**config.mk**
```make
export PLATFORM = sky130hd
export DESIGN_NAME = toggle_detect
export DESIGN_NICKNAME = d
export VERILOG_FILES = /design/src/rtl/toggle_cov_pkg.sv /design/src/rtl/toggle_bit_tracker.sv /design/src/rtl/toggle_detect.sv
export SDC_FILE = /design/constraint.sdc
export NUM_CORES = 1
export LEC_CHECK = 0
export CAP_MARGIN = 15
export CELL_PAD_IN_SITES_DETAIL_PLACEMENT = 2
export CELL_PAD_IN_SITES_GLOBAL_PLACEMENT = 2
export CORE_MARGIN = 8
export CORE_UTILIZATION = 36
export CTS_CLUSTER_SIZE = 24
export DETAILED_ROUTE_END_ITERATION = 10
export PLACE_DENSITY = 0.76
export SLEW_MARGIN = 25
export SYNTH_ARGS = -nofsm -noshare
export SYNTH_HDL_FRONTEND = slang
export SYNTH_SLANG_ARGS = --single-unit
export TNS_END_PERCENT = 20
```
**constraint.sdc**
```tcl
create_clock -name clock -period 4.85 [get_ports clock]
set_clock_uncertainty 0.2 [all_clocks]
set_input_delay 0.7275 -clock clock [delete_from_list [all_inputs] [get_ports clock]]
set_output_delay 0.7275 -clock clock [all_outputs]
set_load 0.03 [all_outputs]
```
**src/rtl/toggle_cov_pkg.sv**
```systemverilog
// Shared types and constants for the toggle-coverage event generator and its sinks.
package toggle_cov_pkg;

  typedef enum logic {
    UNARMED = 1'b0,
    ARMED   = 1'b1
  } arm_state_e;

  localparam int COVER_TOTAL = 13;

  function automatic int cnt_width(input int w);
    return $clog2(w + 1);
  endfunction

endpackage

```
**src/rtl/toggle_bit_tracker.sv**
```systemverilog
// Per-bit toggle tracker: remembers the last sample, rise/fall history and sticky
// coverage, and registers the one-cycle completion pulse for its lane.
module toggle_bit_tracker #(
  parameter bit NEW_ONLY = 1'b1
) (
  input  logic clock_i,
  input  logic reset_i,
  input  logic arm_i,
  input  logic enable_i,
  input  logic clear_i,
  input  logic sig_i,
  output logic valid_o,
  output logic covered_o,
  output logic newly_covered_o
);

  logic prev_q, prev_d;
  logic seen_r_q, seen_r_d;
  logic seen_f_q, seen_f_d;
  logic covered_q, covered_d;
  logic valid_q, valid_d;
  logic sample, rise, fall, done;

  always_comb begin
    sample          = arm_i & enable_i;
    rise            = sample & ~prev_q & sig_i;
    fall            = sample & prev_q & ~sig_i;
    done            = sample & (seen_r_q | rise) & (seen_f_q | fall);
    newly_covered_o = done & ~covered_q & ~clear_i;

    prev_d    = enable_i ? sig_i : prev_q;
    seen_r_d  = seen_r_q | rise;
    seen_f_d  = seen_f_q | fall;
    covered_d = covered_q | done;
    valid_d   = NEW_ONLY ? (done & ~covered_q) : done;

    // Re-arm the pair detector so every subsequent rise+fall fires again.
    if (done && !NEW_ONLY) begin
      seen_r_d = 1'b0;
      seen_f_d = 1'b0;
    end

    if (clear_i) begin
      seen_r_d  = 1'b0;
      seen_f_d  = 1'b0;
      covered_d = 1'b0;
      valid_d   = 1'b0;
    end
  end

  always_ff @(posedge clock_i or posedge reset_i) begin
    if (reset_i) begin
      prev_q    <= 1'b0;
      seen_r_q  <= 1'b0;
      seen_f_q  <= 1'b0;
      covered_q <= 1'b0;
      valid_q   <= 1'b0;
    end else begin
      prev_q    <= prev_d;
      seen_r_q  <= seen_r_d;
      seen_f_q  <= seen_f_d;
      covered_q <= covered_d;
      valid_q   <= valid_d;
    end
  end

  assign valid_o   = valid_q;
  assign covered_o = covered_q;

endmodule

```
**src/rtl/toggle_detect.sv**
```systemverilog
// Toggle-event generator: arms on the first enabled sample, then emits per-lane
// completion pulses plus sticky coverage and a covered-bit count.
module toggle_detect
  import toggle_cov_pkg::*;
#(
  parameter int WIDTH    = COVER_TOTAL,
  parameter bit NEW_ONLY = 1'b1,
  localparam int CW      = cnt_width(WIDTH)
) (
  input  logic             clock,
  input  logic             reset,
  input  logic             enable,
  input  logic             clear,
  input  logic [WIDTH-1:0] signal,
  output logic [WIDTH-1:0] valid,
  output logic [WIDTH-1:0] covered,
  output logic [CW-1:0]    count
);

  arm_state_e       state_q, state_d;
  logic             arm;
  logic [WIDTH-1:0] newly;
  logic [CW-1:0]    add_d;
  logic [CW-1:0]    count_q, count_d;

  always_ff @(posedge clock or posedge reset) begin
    if (reset) state_q <= UNARMED;
    else       state_q <= state_d;
  end

  always_comb begin
    state_d = state_q;
    arm     = 1'b0;
    case (state_q)
      UNARMED: if (enable) state_d = ARMED;
      ARMED:   arm = 1'b1;
      default: state_d = UNARMED;
    endcase
  end

  for (genvar i = 0; i < WIDTH; i++) begin : g_bit
    toggle_bit_tracker #(.NEW_ONLY(NEW_ONLY)) u_trk (
      .clock_i         (clock),
      .reset_i         (reset),
      .arm_i           (arm),
      .enable_i        (enable),
      .clear_i         (clear),
      .sig_i           (signal[i]),
      .valid_o         (valid[i]),
      .covered_o       (covered[i]),
      .newly_covered_o (newly[i])
    );
  end

  // Newly covered bits are already masked by covered, so the sum stays within WIDTH.
  always_comb begin
    add_d = '0;
    for (int i = 0; i < WIDTH; i++) add_d = add_d + CW'(newly[i]);
    count_d = clear ? '0 : count_q + add_d;
  end

  always_ff @(posedge clock or posedge reset) begin
    if (reset) count_q <= '0;
    else       count_q <= count_d;
  end

  assign count = count_q;

endmodule

```
==> flow_summary.ini <==
[placed_design]
place_ws_ns = -0.505
hpwl_mm = 6.38
gp_congestion = 0.714
placedCellCount = 452
portBuffers = 46

[timing]
worstMarginPinSlew_ns = 0.650
finalCritPeriodShare_pct = 96.9
setup_tns_ns = 0
finalSetupViolCount = 0
fmax_ghz = 0.213
rsz0062_at_grt = true
final-max-slew-violation-count = 0
period_needed_ns = 4.70
finalHoldViolations = 0
slew_headroom_pct = 56.7
layout_setup_ws_ns = 0.148

[cts]
clkSinkCount = 70
cts-root-buf = clkbuf_8
hold_buffers = 0
cts_buffers = 9
clkLatencyLatePin_ns = 0.36
cts.clk_slew.worst_paths_ns = 0.08
cts_buffer_depth = 2
htree_levels = 3
cts_tree = done
post_cts.repair.setup_buffers = 0

[pwr]
power.leakage_uw = 0.00204
power_frac_comb_pct = 15.1
power_frac_clock_pct = 39.7
peakVddDrop_mv = 0.174
internal_power_uw = 1030
powerDensity_nw_per_um2 = 332
p_sw_uw = 379
seqPwrFrac_pct = 45.2
netSwitchingFraction_pct = 26.9

[synth]
synth.avg_cell_area_sq_um = 11.5
async_reset_ff_share_pct = 100
synth_area_leader_cell = dfrtp_1
yosysUniqueCellTypes = 27
synth_most_common_cell = dfrtp_1
synth_area_leaders = dfrtp_1 (52%), buf_4 (6.3%), fa_1 (5.4%)
yosysTopAreaCellShare_pct = 52.3
synth_seq_area_share_pct = 52.3
synth_commonest_cells = dfrtp_1 (70), inv_1 (37), buf_4 (28)
synthesis.nets = 324
synth_enable_flop_cells = 0
ys_ff_latch = 70
synth_cells = 292
yosysWarningCount = 0
yosys_most_used_dff = dfrtp_1
syn_area_sq_um = 3350

[cells_and_area]
drive_above_1_share_pct = 25.2
area_growth_pct = 26.8
antenna_cells = 0
final_cells = 468
fillCellCount = 950
finalNetCount = 384

[worst_setup_path]
critical_path_class = primary input to register
ff2ff_path_depth = 13
r2r_end = count[1]
cp-start-kind = primary input
required_ns = 4.94
critPathArrivalTime_ns = 4.79
end_kind = register
r2r_slack_ns = 0.37
cp_max_fo = 7
timing.rr.start = state_q

[floorplan]
die_area_sq_um = 12600
coreArea_sq_um = 9150
ios = 47
die_w_microns = 112
die_h_microns = 112
num_rows = 35
initial_core_util_pct = 36.6

[routing]
routed_via_density = 5.01
dr_total_vias = 2344
routedWlPerCell_microns = 19.7
dr.first_iter.drc_count = 58
ant_nets = 0
wl_mm = 9.20
drc = 0
first_pass_iters = 4

[global_route]
grt_pass1_vias = 2801
gr-total-overflow = 0
grt_pass1_wl_mm = 15.2
grt_antenna_before_repair = 0
grt_start_max_net_pins = 51
grt_usage_pct = 15.7

[run]
cap_violations = 0

[hold_path]
hold_end = g_bit[7].u_trk.valid_o
hold_start = g_bit[7].u_trk.covered_o
hp-class = register to register
whs_path_depth = 1

[outcome]
status = finished clean
cell type report:
cell class	count	area (sq um)	area share, %
Sequential cell	70	1750	41.3
Timing Repair Buffer	86	768	18.1
Inverter	37	141	3.33
Tap cell	111	139	3.27
Multi-Input combinational cell	148	1210	28.6
Clock buffer	11	151	3.57
Clock inverter	5	81.3	1.92
how the worst max path moves through the flow:
stage	start	endpoint	slack [ns]
floorplan	enable	count[2]	0.26
global placement	enable	count[2]	-0.31
detailed placement	enable	count[2]	-0.51
CTS	signal[2]	count[2]	0.04
global route	enable	count[1]	-0.005
finish	enable	count[1]	0.15
per-layer routing:
layer | vias up | part of all wire, % | track usage, %
met5 | - | 0 | 0
met4 | 0 | 1.4 | 5.13
li1 | 1067 | - | -
met3 | 9 | 3.6 | 4.35
met2 | 37 | 54 | 28.5
met1 | 1231 | 41 | 17.2
power by group through the flow:
stage	Combinational, uW	Sequential (uW)	Clock [uW]
after floorplan	123	648	0
after global placement	195	645	0
after detailed placement	208	648	0
after CTS	215	638	573
after global routing	235	643	598
final	213	638	560
state kept, by name (all words and copies together), names as in the netlist:
register               count
state_q                    1
g_bit.u_trk.covered_o     13
g_bit.u_trk.seen_r_q      13
count                      4
g_bit.u_trk.valid_o       13
g_bit.u_trk.seen_f_q      13
g_bit.u_trk.prev_q        13
critical path, cell delays in order:
cell and delay [ns]:
dlygate4sd2_1 0.28, buf_6 0.16, and4b_1 0.21, o21bai_2 0.13, nor3_1 0.07, buf_4 0.14, fa_1 0.56, inv_1 0.07
fa_2 0.61, fa_1 0.43, fa_1 0.49, inv_1 0.05, ha_1 0.21, fa_2 0.52, nor2b_1 0.13
logic make-up after synthesis:
| logic type | count (synthesis) | share of synthesized area (%) |
|---|---|---|
| buffers and inverters | 74 | 12.4 |
| flip-flops | 70 | 52.3 |
| AND/OR/NAND/NOR | 64 | 12.0 |
| AO/OA/AOI/OAI | 54 | 10.3 |
| adder cells (fa/ha/maj) | 15 | 7.63 |
| multiplexers | 13 | 4.37 |
| XOR/XNOR | 2 | 0.935 |
repair_timing:
action	CTS	global route
pin swaps	1	5
setup endpoints to repair	3	2
gates resized for setup	5	12
metrics by stage:
stage / power (uW) / area [sq um] / utilization, % / hold slack (ns)
floorplan: 771 / 3350 / - / 0.250
global placement: 840 / 3970 / 43.4 / 0.271
detailed placement: 856 / 3970 / 43.4 / 0.282
CTS: 1430 / 4220 / 46.1 / 0.296
global route: 1480 / 4250 / 46.4 / 0.326
finish: 1410 / 4250 / 46.4 / 0.294
cell usage in the layout, fill, tap and decap left out, types with 2 or more instances in the layout:
master and instances:
o21bai_2 8, nor2_1 14, buf_4 39, ha_1 6, mux2_2 13, nor3_1 10, o22ai_1 13, fa_1 7
and4b_1 10, nor3_2 4, nor2b_1 15, clkdlybuf4s50_1 43, o21ai_1 8, fa_2 2, a21oi_1 15, clkbuf_8 11
o21ai_0 4, dlymetal6s2s_1 2, inv_1 36, bufinv_16 2, or3_1 4, dfrtp_1 70, o21bai_1 5, and4b_2 3
(Power assumes the default switching activity.)
==> edit (same settings) <==
Add an input register stage for `enable`, `clear` and `signal`; this delays them by one clock.
--- a/src/rtl/toggle_detect.sv
+++ b/src/rtl/toggle_detect.sv
@@ -17,6 +17,16 @@
   output logic [CW-1:0]    count
 );
 
+  logic enable_q;
+  logic clear_q;
+  logic [WIDTH-1:0] signal_q;
+
+  always_ff @(posedge clock) begin
+    enable_q <= enable;
+    clear_q  <= clear;
+    signal_q <= signal;
+  end
+
   arm_state_e       state_q, state_d;
   logic             arm;
   logic [WIDTH-1:0] newly;
@@ -32,7 +42,7 @@
     state_d = state_q;
     arm     = 1'b0;
     case (state_q)
-      UNARMED: if (enable) state_d = ARMED;
+      UNARMED: if (enable_q) state_d = ARMED;
       ARMED:   arm = 1'b1;
       default: state_d = UNARMED;
     endcase
@@ -43,9 +53,9 @@
       .clock_i         (clock),
       .reset_i         (reset),
       .arm_i           (arm),
-      .enable_i        (enable),
-      .clear_i         (clear),
-      .sig_i           (signal[i]),
+      .enable_i        (enable_q),
+      .clear_i         (clear_q),
+      .sig_i           (signal_q[i]),
       .valid_o         (valid[i]),
       .covered_o       (covered[i]),
       .newly_covered_o (newly[i])
@@ -56,7 +66,7 @@
   always_comb begin
     add_d = '0;
     for (int i = 0; i < WIDTH; i++) add_d = add_d + CW'(newly[i]);
-    count_d = clear ? '0 : count_q + add_d;
+    count_d = clear_q ? '0 : count_q + add_d;
   end
 
   always_ff @(posedge clock or posedge reset) begin
Behaviour: not the same (a bounded check fails within 4 cycles, from zero or initial values and one cycle with reset high).
==> edit against the original RTL <==
Routed wire length fell by 9.2%. Sequential power grew 21%. Combinational power shrank 16%. Sequential cell count grew 15. Total power is 2.3% lower. First-iteration DRC count decreased by 26%. Clock power is 24% lower. Worst hold slack got worse by 0.0092 ns. Design area rose by 0.12%. Worst setup slack improved by 0.21 ns. Area after synthesis up 9.5%. Maximum frequency grew 4.7%. Critical path depth fell by 2. Critical path type is now flop to flop. Critical endpoint is now count[2]. Highest routed layer unchanged.
==> edit: results (changes against the original RTL) <==
Yosys:
- The number of flip-flops and latches in the synthesized netlist is 85 (+21%).
- In the synthesized netlist, the cells that appear most often are sky130_fd_sc_hd__dfrtp_1, sky130_fd_sc_hd__inv_1, sky130_fd_sc_hd__buf_4.
- The post-synthesis async set-or-reset flop share is 0.824 (-0.176).
- The number of nets in the synthesized netlist came to 339 (+4.6%).
- Ranked by total cell area, the synthesized netlist is headed by sky130_fd_sc_hd__dfrtp_1, sky130_fd_sc_hd__dfxtp_1, sky130_fd_sc_hd__buf_4.
- The part of the Yosys area used for sequential elements came to 0.560 (+0.0366).
- The number of unique standard cell types used by synthesis was 30 (+11%).
- The post-synthesis instance total is 307 (+5.1%).

Finish:
- The area share of buffers outside the clock network is 0.126 (-0.0550).
- The count of non-CTS buffers in the layout is 56 (-35%).
- The number of non-clock inverters is 37 (unchanged).
- The area occupied by multi-input gates came to 0.00120 mm² (-1.1%).
- The fraction of area in clock buffers and inverters is 0.0362 (-0.0186).
- The number of fill cells is 1065 (+12%).
- The clock buffer count in the final layout is 13 (+2).
- The share of cell area taken by flip-flops and latches came to 0.483 (+0.0702).
- The post-route non-filler standard cell count is 478 (+2.1%).
- The number of nets in the final layout is 369 (-3.9%).
- The layout cell share with drive strength beyond 1 came to 0.117 (-0.135).

Global route:
- The first-pass GRT wire length was 13.9 mm (-9.0%).
- The met3 layer usage reported by global route is 0.0241 (-0.0194).
- The via count of the first global-routing pass is 2632 (-6.0%).
- The routing usage on met1 is 0.165 (-0.00737).
- The all-layer global routing usage is 0.136 (-0.0209).
- The largest net degree at the start of global routing came to 43 (-16%).

Detailed routing:
- The wire length the detailed router placed on met1 came to 3.74 mm (-0.64%).
- The total wire length after detailed routing is 8.35 mm (-9.2%).
- The number of violations reported at the end of detailed-routing iteration 0 is 43 (-26%).
- The met3 wirelength from detailed routing came to 337 µm (+2.1%).

STA:
- The least setup slack across all paths after layout was 0.360 ns (+0.211 ns).
- The worst hold slack across all endpoints was 0.285 ns (-0.00919 ns).
- The actual transition at the worst max-transition pin is 0.778 ns (+0.128 ns).

Power:
- The peak ir drop on the vdd network was 0.000144 V (-17%).
- The net switching power is 368 µW (-2.8%).
- The leakage power summed over all cells is 0.00198 µW (-2.9%).

Worst setup path:
- The biggest cell delay along the critical path is 0.51 ns (-0.10 ns).
- The worst register-to-register path begins at enable_q.
- The endpoint identified for the worst register-to-register timing path is count[2].
- The data arrival time at the worst-slack endpoint is 4.55 ns (-0.24 ns).
- The worst-path cell with the longest stage delay is sky130_fd_sc_hd__fa_1.
- The maximum fanout along the worst path is 12 (+5).

Place:
- The cell area after placement came to 0.00409 mm² (+3.1%).
- The HPWL reported at the end of detailed placement is 6.20 mm (-2.8%).
- The instance count after placement with tap cells included is 462 (+2.2%).
- The post-placement worst setup slack was 0.174 ns (+0.679 ns).

Die:
- The number of rows in the core area came to 37 (+5.7%).

Run status:
- The run finished with clean final reports.

Hold path:
- The critical hold path startpoint is g_bit[5].u_trk.covered_o.
- The terminating pin of the worst hold path is g_bit[5].u_trk.valid_o.

Clock tree:
- The number of buffers inserted to repair setup after CTS was 0 (unchanged).
[edit: power groups by stage]
stage                     clock network (µW)  registers, µW  logic (µW)
final                                    426            774         178
after CTS                                446            775         183
after floorplan                            0            784         123
after detailed placement                   0            789         182
after global routing                     473            780         198
after global placement                     0            786         171
[edit: cell families (layout without fill, tap and decap cells)]
group / count (synthesis) / after routing / share of synthesized area
simple gates: 64 / 64 / 0.113
buf+inv: 74 / 109 / 0.113
flops: 85 / 85 / 0.560
mux: 13 / 13 / 0.0399
compound gates: 54 / 54 / 0.0953
xor+xnor: 2 / 2 / 0.00854
fa+ha+maj: 15 / 15 / 0.0696
[edit: worst max-delay path: cells and delay by family (launching register included)]
family | cells | cell delay (ns)
buffers and inverters | 2 | 0.14
AOI/OAI and AO/OA | 1 | 0.20
xor gates and xnor gates | 1 | 0.16
DFF | 1 | 0.46
and+or+nand+nor | 3 | 0.74
adders and majority gates | 6 | 2.49
